<file path="src/rtl/div_sequencer.sv">
`default_nettype none
// ============================================================================
// Module      : div_sequencer
// Description : Multi-cycle restoring divider for a pipeline EX stage.
//               Handles DIV, DIVU, REM and REMU, including divide-by-zero
//               and signed overflow. Raises a stall request while it works.
// Revision    : 1.0 - initial release
// ============================================================================
module div_sequencer #(
    parameter int WIDTH = 32
) (
    input  logic             clk,
    input  logic             reset,
    input  logic             start,
    input  logic [1:0]       op,
    input  logic [WIDTH-1:0] operand_a,
    input  logic [WIDTH-1:0] operand_b,
    input  logic             flush,
    output logic             busy,
    output logic [WIDTH-1:0] result,
    output logic             result_valid
);

    localparam int              CW         = (WIDTH > 2) ? $clog2(WIDTH) : 1;
    localparam logic [CW-1:0]   c_CNT_INIT = CW'(WIDTH - 1);

    typedef enum logic [1:0] {
        S_IDLE = 2'd0,
        S_CALC = 2'd1,
        S_FIX  = 2'd2,
        S_DONE = 2'd3
    } state_t;

    state_t           r_state;
    state_t           w_next_state;
    logic [CW-1:0]    r_cnt;
    logic             r_is_rem;     // latched op[1]: remainder wanted
    logic             r_neg_a;      // dividend negative (signed ops only)
    logic             r_neg_b;      // divisor negative (signed ops only)
    logic [WIDTH-1:0] r_quot;       // dividend shifts out, quotient shifts in
    logic [WIDTH-1:0] r_rem;        // partial remainder
    logic [WIDTH-1:0] r_div;        // divisor magnitude
    logic [WIDTH-1:0] r_result;

    logic             w_accept;
    logic             w_signed;
    logic             w_neg_a;
    logic             w_neg_b;
    logic [WIDTH-1:0] w_abs_a;
    logic [WIDTH-1:0] w_abs_b;
    logic             w_div_zero;
    logic [WIDTH:0]   w_shift;
    logic [WIDTH:0]   w_trial;
    logic             w_ge;
    logic [WIDTH-1:0] w_q_fix;
    logic [WIDTH-1:0] w_r_fix;
    logic [WIDTH-1:0] w_fix_result;

    // Operand conditioning and one restoring step of the datapath
    always_comb begin
        w_accept     = (r_state == S_IDLE) && start && !flush;
        w_signed     = ~op[0];
        w_neg_a      = w_signed & operand_a[WIDTH-1];
        w_neg_b      = w_signed & operand_b[WIDTH-1];
        w_abs_a      = w_neg_a ? (~operand_a + 1'b1) : operand_a;
        w_abs_b      = w_neg_b ? (~operand_b + 1'b1) : operand_b;
        w_div_zero   = (operand_b == '0);
        w_shift      = {r_rem, r_quot[WIDTH-1]};
        w_trial      = w_shift - {1'b0, r_div};
        w_ge         = ~w_trial[WIDTH];
        // The most negative dividend over -1 falls out naturally: magnitude
        // quotient 2^(W-1) with equal signs is returned unchanged.
        w_q_fix      = (r_neg_a ^ r_neg_b) ? (~r_quot + 1'b1) : r_quot;
        w_r_fix      = r_neg_a ? (~r_rem + 1'b1) : r_rem;
        w_fix_result = r_is_rem ? w_r_fix : w_q_fix;
    end

    // Next-state selection; flush always wins over forward progress
    always_comb begin
        w_next_state = r_state;
        case (r_state)
            S_IDLE: begin
                if (w_accept) begin
                    w_next_state = w_div_zero ? S_DONE : S_CALC;
                end
            end
            S_CALC: begin
                if (flush) begin
                    w_next_state = S_IDLE;
                end else if (r_cnt == '0) begin
                    w_next_state = S_FIX;
                end
            end
            S_FIX: begin
                w_next_state = flush ? S_IDLE : S_DONE;
            end
            S_DONE: begin
                w_next_state = S_IDLE;
            end
            default: begin
                w_next_state = S_IDLE;
            end
        endcase
    end

    // State register and datapath registers
    always_ff @(posedge clk) begin
        if (reset) begin
            r_state  <= S_IDLE;
            r_cnt    <= '0;
            r_is_rem <= 1'b0;
            r_neg_a  <= 1'b0;
            r_neg_b  <= 1'b0;
            r_quot   <= '0;
            r_rem    <= '0;
            r_div    <= '0;
            r_result <= '0;
        end else begin
            r_state <= w_next_state;
            case (r_state)
                S_IDLE: begin
                    if (w_accept) begin
                        r_is_rem <= op[1];
                        r_neg_a  <= w_neg_a;
                        r_neg_b  <= w_neg_b;
                        r_quot   <= w_abs_a;
                        r_rem    <= '0;
                        r_div    <= w_abs_b;
                        if (w_div_zero) begin
                            r_result <= op[1] ? operand_a : '1;
                        end else begin
                            r_cnt <= c_CNT_INIT;
                        end
                    end
                end
                S_CALC: begin
                    if (!flush) begin
                        r_rem  <= w_ge ? w_trial[WIDTH-1:0] : w_shift[WIDTH-1:0];
                        r_quot <= {r_quot[WIDTH-2:0], w_ge};
                        if (r_cnt != '0) begin
                            r_cnt <= r_cnt - 1'b1;
                        end
                    end
                end
                S_FIX: begin
                    if (!flush) begin
                        r_result <= w_fix_result;
                    end
                end
                default: begin
                end
            endcase
        end
    end

    // Stall request and result handshake
    always_comb begin
        busy         = w_accept || (r_state == S_CALC) || (r_state == S_FIX);
        result_valid = (r_state == S_DONE) && !flush;
        result       = r_result;
    end

endmodule
`default_nettype wire

</file>
<file path="config.mk">
export PLATFORM = sky130hd
export DESIGN_NAME = div_sequencer
export DESIGN_NICKNAME = d
export VERILOG_FILES = /design/src/rtl/div_sequencer.sv
export SDC_FILE = /design/constraint.sdc
export NUM_CORES = 1
export LEC_CHECK = 0
export CAP_MARGIN = 10
export CORE_MARGIN = 2
export CORE_UTILIZATION = 50
export DETAILED_ROUTE_END_ITERATION = 7
export GPL_ROUTABILITY_DRIVEN = 0
export GPL_TIMING_DRIVEN = 0
export PLACE_DENSITY_LB_ADDON = 0.1
export SLEW_MARGIN = 30
export SYNTH_ARGS = -nofsm -noshare
export SYNTH_HDL_FRONTEND = slang
export SYNTH_SLANG_ARGS = --single-unit
</file>
<file path="constraint.sdc">
create_clock -name clk -period 4.4 [get_ports clk]
set_clock_uncertainty 0.05 [all_clocks]
set_input_delay 0.88 -clock clk [delete_from_list [all_inputs] [get_ports clk]]
set_output_delay 0.88 -clock clk [all_outputs]
set_load 0.02 [all_outputs]
</file>
==> reports/summary.txt <==
Cell row count -> 52
Core area -> 0.0204 mm2
Leak -> 4.93 nW
Register area share after synthesis -> 0.265
Initial Util -> 0.512
Post-DP HPWL -> 25.5 mm
Vias in the first global route -> 9988
Largest area contributor in the netlist -> dfxtp_1
Number of synthesized flops with an enable pin -> 0
CTS tree -> done
Die width -> 148 um
Clk slew on worst S/H paths -> 60 ps
MaxCap Viol Count -> 0
First-pass GRT wire length -> 51.0 mm
Port bufs -> 102
Fin Setup TNS -> 0 ps
Share of cells above drive strength 1 -> 0.0414
Pwr Density -> 314 mW/mm2
Mean Syn Cell Area -> 7.41 um2
Worst-margin pin slew -> 905 ps
Cells after Synth -> 1407
Final Util -> 0.611
DR pass1 iterations -> 7
Final Max Slew Viols -> 0
Congestion Overflow GR -> 0
Final Power -> 3.91 mW
TritonCTS Sinks -> 138
CTS root buf -> clkbuf_16
Routed wire length -> 32.6 mm
Clock share of power -> 0.366
Via Count -> 10800
Initial antenna violation count -> 0
Arr. time, crit path -> 4450 ps
Internal Power -> 2.61 mW
Final setup violation count -> 0
RSZ-0062 raised after global routing -> no
Netlist cell types -> 69
Peak Freq -> 237 MHz
Critical path required time -> 4640 ps
Number of synthesized register bits -> 138
Startpoint Class -> input pin
Status -> finished, final reports clean
Net Sw Frac -> 0.332
Crit-path max FO -> 10
DR WL/cell -> 17.9 um
Post-Synthesis Cell Area -> 0.0104 mm2
Clk Latency, worst-skew pair -> 430 ps
Worst Hold Class -> reg2reg
Top Ports -> 104
Warnings from Yosys -> 0
FF-to-FF setup slack -> 370 ps
Via-to-Cell Ratio -> 5.93
Yosys top cell area share -> 0.265
Main flop type after synthesis -> dfxtp_1
Setup Crit Path Kind -> in2reg
Initial DRC Count -> 831
VDD IR max -> 0.000219 V
Slew HR -> 0.397
Final Critical Period -> 4210 ps
Ranking of synthesized cells by area -> dfxtp_1 (26%), a21oi_1 (7.4%), xor2_1 (7.0%)
Hold Buf Count CTS -> 0
# nets final -> 1642
Die area -> 0.0220 mm2
Hold_ws -> 400 ps
Pin count of the biggest net entering global routing -> 17
Seq pwr share -> 0.358
Remaining DRCs -> 0
GRT Util Overall -> 0.290
Die Ht -> 148 um
Final Hold Viols -> 0
Async SR Flop Fraction -> 0
Comb pwr share -> 0.276
Clock tree buffer depth -> 2
CTS buffer count -> 17
Crit end category -> flop
Post-synth net total -> 1516
Synth-to-Final Area Change -> 19.4%
Post-DRT Antenna Nets -> 0
Sw Pwr -> 1.30 mW
H-tree levels -> 4
Commonest non-fill, non-tap cell in the layout -> nor2_1
Fin crit share -> 0.958
# diodes -> 0
Commonest cells after routing, fill and taps aside -> nor2_1 (172), a21oi_1 (153), dfxtp_1 (138)
==> cell type report <==
class | instances | area [um2]
Fill cell | 1894 | 7910
Multi-Input combinational cell | 1125 | 7160
Sequential cell | 138 | 2760
Timing Repair Buffer | 107 | 1060
Clock buffer | 19 | 443
Tap cell | 270 | 338
Buffer | 88 | 334
Inverter | 56 | 210
Clock inverter | 13 | 144
==> logic make-up (layout without fill, tap and decap cells) <==
family                   Yosys count  after routing  share of synthesized area
flip-flops                       138            138                      0.265
buffers and inverters            144            283                     0.0521
multiplexers                      31             31                     0.0301
adder cells (fa/ha/maj)           39             39                     0.0475
XOR/XNOR                         137            137                      0.115
AO/OA/AOI/OAI                    464            464                      0.284
AND/OR/NAND/NOR                  454            454                      0.206
==> repair_timing <==
action | CTS | global route
endpoints found under the setup margin | 34 | 35
pin swaps | 0 | 2
buffers inserted | 0 | 5
resized for setup | 5 | 2
==> cell usage after synthesis (all sizes together) (5+ instances only) <==
master and n:
or3 22, nand2b 15, buf 10, a31oi 6
o41ai 17, a32oi 5, and2 6, nand3b 12
nor2b 11, o22ai 15, a211o 7, or4 14
o21ai 92, a21o 17, o31ai 17, a311oi 14
xor2 83, inv 56, nor3 19, nor4 15
xnor2 54, nand2 122, o211ai 19, o221ai 9
nor2 172, a211oi 59, a21oi 155, clkbuf 78
ha 38, nand3 16, dfxtp 138, nand4 10
mux2i 28
==> critical path: stages <==
cell,delay [ps]
clkdlybuf4s50_1,470
or4_1,620
nor4_4,270
nand4_1,320
nor4bb_4,480
o21ai_0,240
a21o_1,230
clkbuf_1,240
clkbuf_1,380
nand3b_1,210
o41ai_1,90
==> path summary, 6_finish.rpt <==
kind / depth (start not counted) / startpoint / endpoint
worst max-delay path: 11 / operand_b[7] / result[29]
worst min register to register: 2 / result[2] / result[2]
worst max register to register: 13 / r_quot[31] / r_rem[25]
worst min-delay path: 2 / result[2] / result[2]
==> per-layer routing <==
| metal | GRT usage | share of wire | vias to the layer above |
|---|---|---|---|
| li1 | - | - | 5356 |
| met5 | 0 | 0 | - |
| met1 | 0.357 | 0.42 | 4946 |
| met4 | 0.114 | 0.032 | 0 |
| met3 | 0.0485 | 0.063 | 68 |
| met2 | 0.507 | 0.48 | 403 |
==> stage by stage <==
step                      worst slack (ps)  cells  instance area, um2
after floorplan                        785   1407               10400
after global placement               -1140   1779               11800
after detailed placement             -1240   1779               11800
after CTS                             31.8   1811               12400
after global routing                  5.82   1816               12500
final                                  186   1816               12500
==> power groups by stage <==
| stage | Clock, mW | Sequential (mW) | Combinational [mW] |
|---|---|---|---|
| floorplan | 0 | 1.42 | 0.715 |
| detailed placement | 0 | 1.42 | 1.05 |
| finish | 1.43 | 1.40 | 1.08 |
| global placement | 0 | 1.42 | 1.04 |
| global route | 1.50 | 1.41 | 1.18 |
| CTS | 1.44 | 1.40 | 1.06 |
==> sequential cells by signal (all words and copies together), names as in the netlist <==
| register | count |
|---|---|
| r_state | 2 |
| result | 32 |
| r_is_rem | 1 |
| r_cnt | 5 |
| r_rem | 32 |
| r_neg_a | 1 |
| r_neg_b | 1 |
| r_div | 32 |
| r_quot | 32 |
No activity file was read; power rests on OpenSTA's default activity.
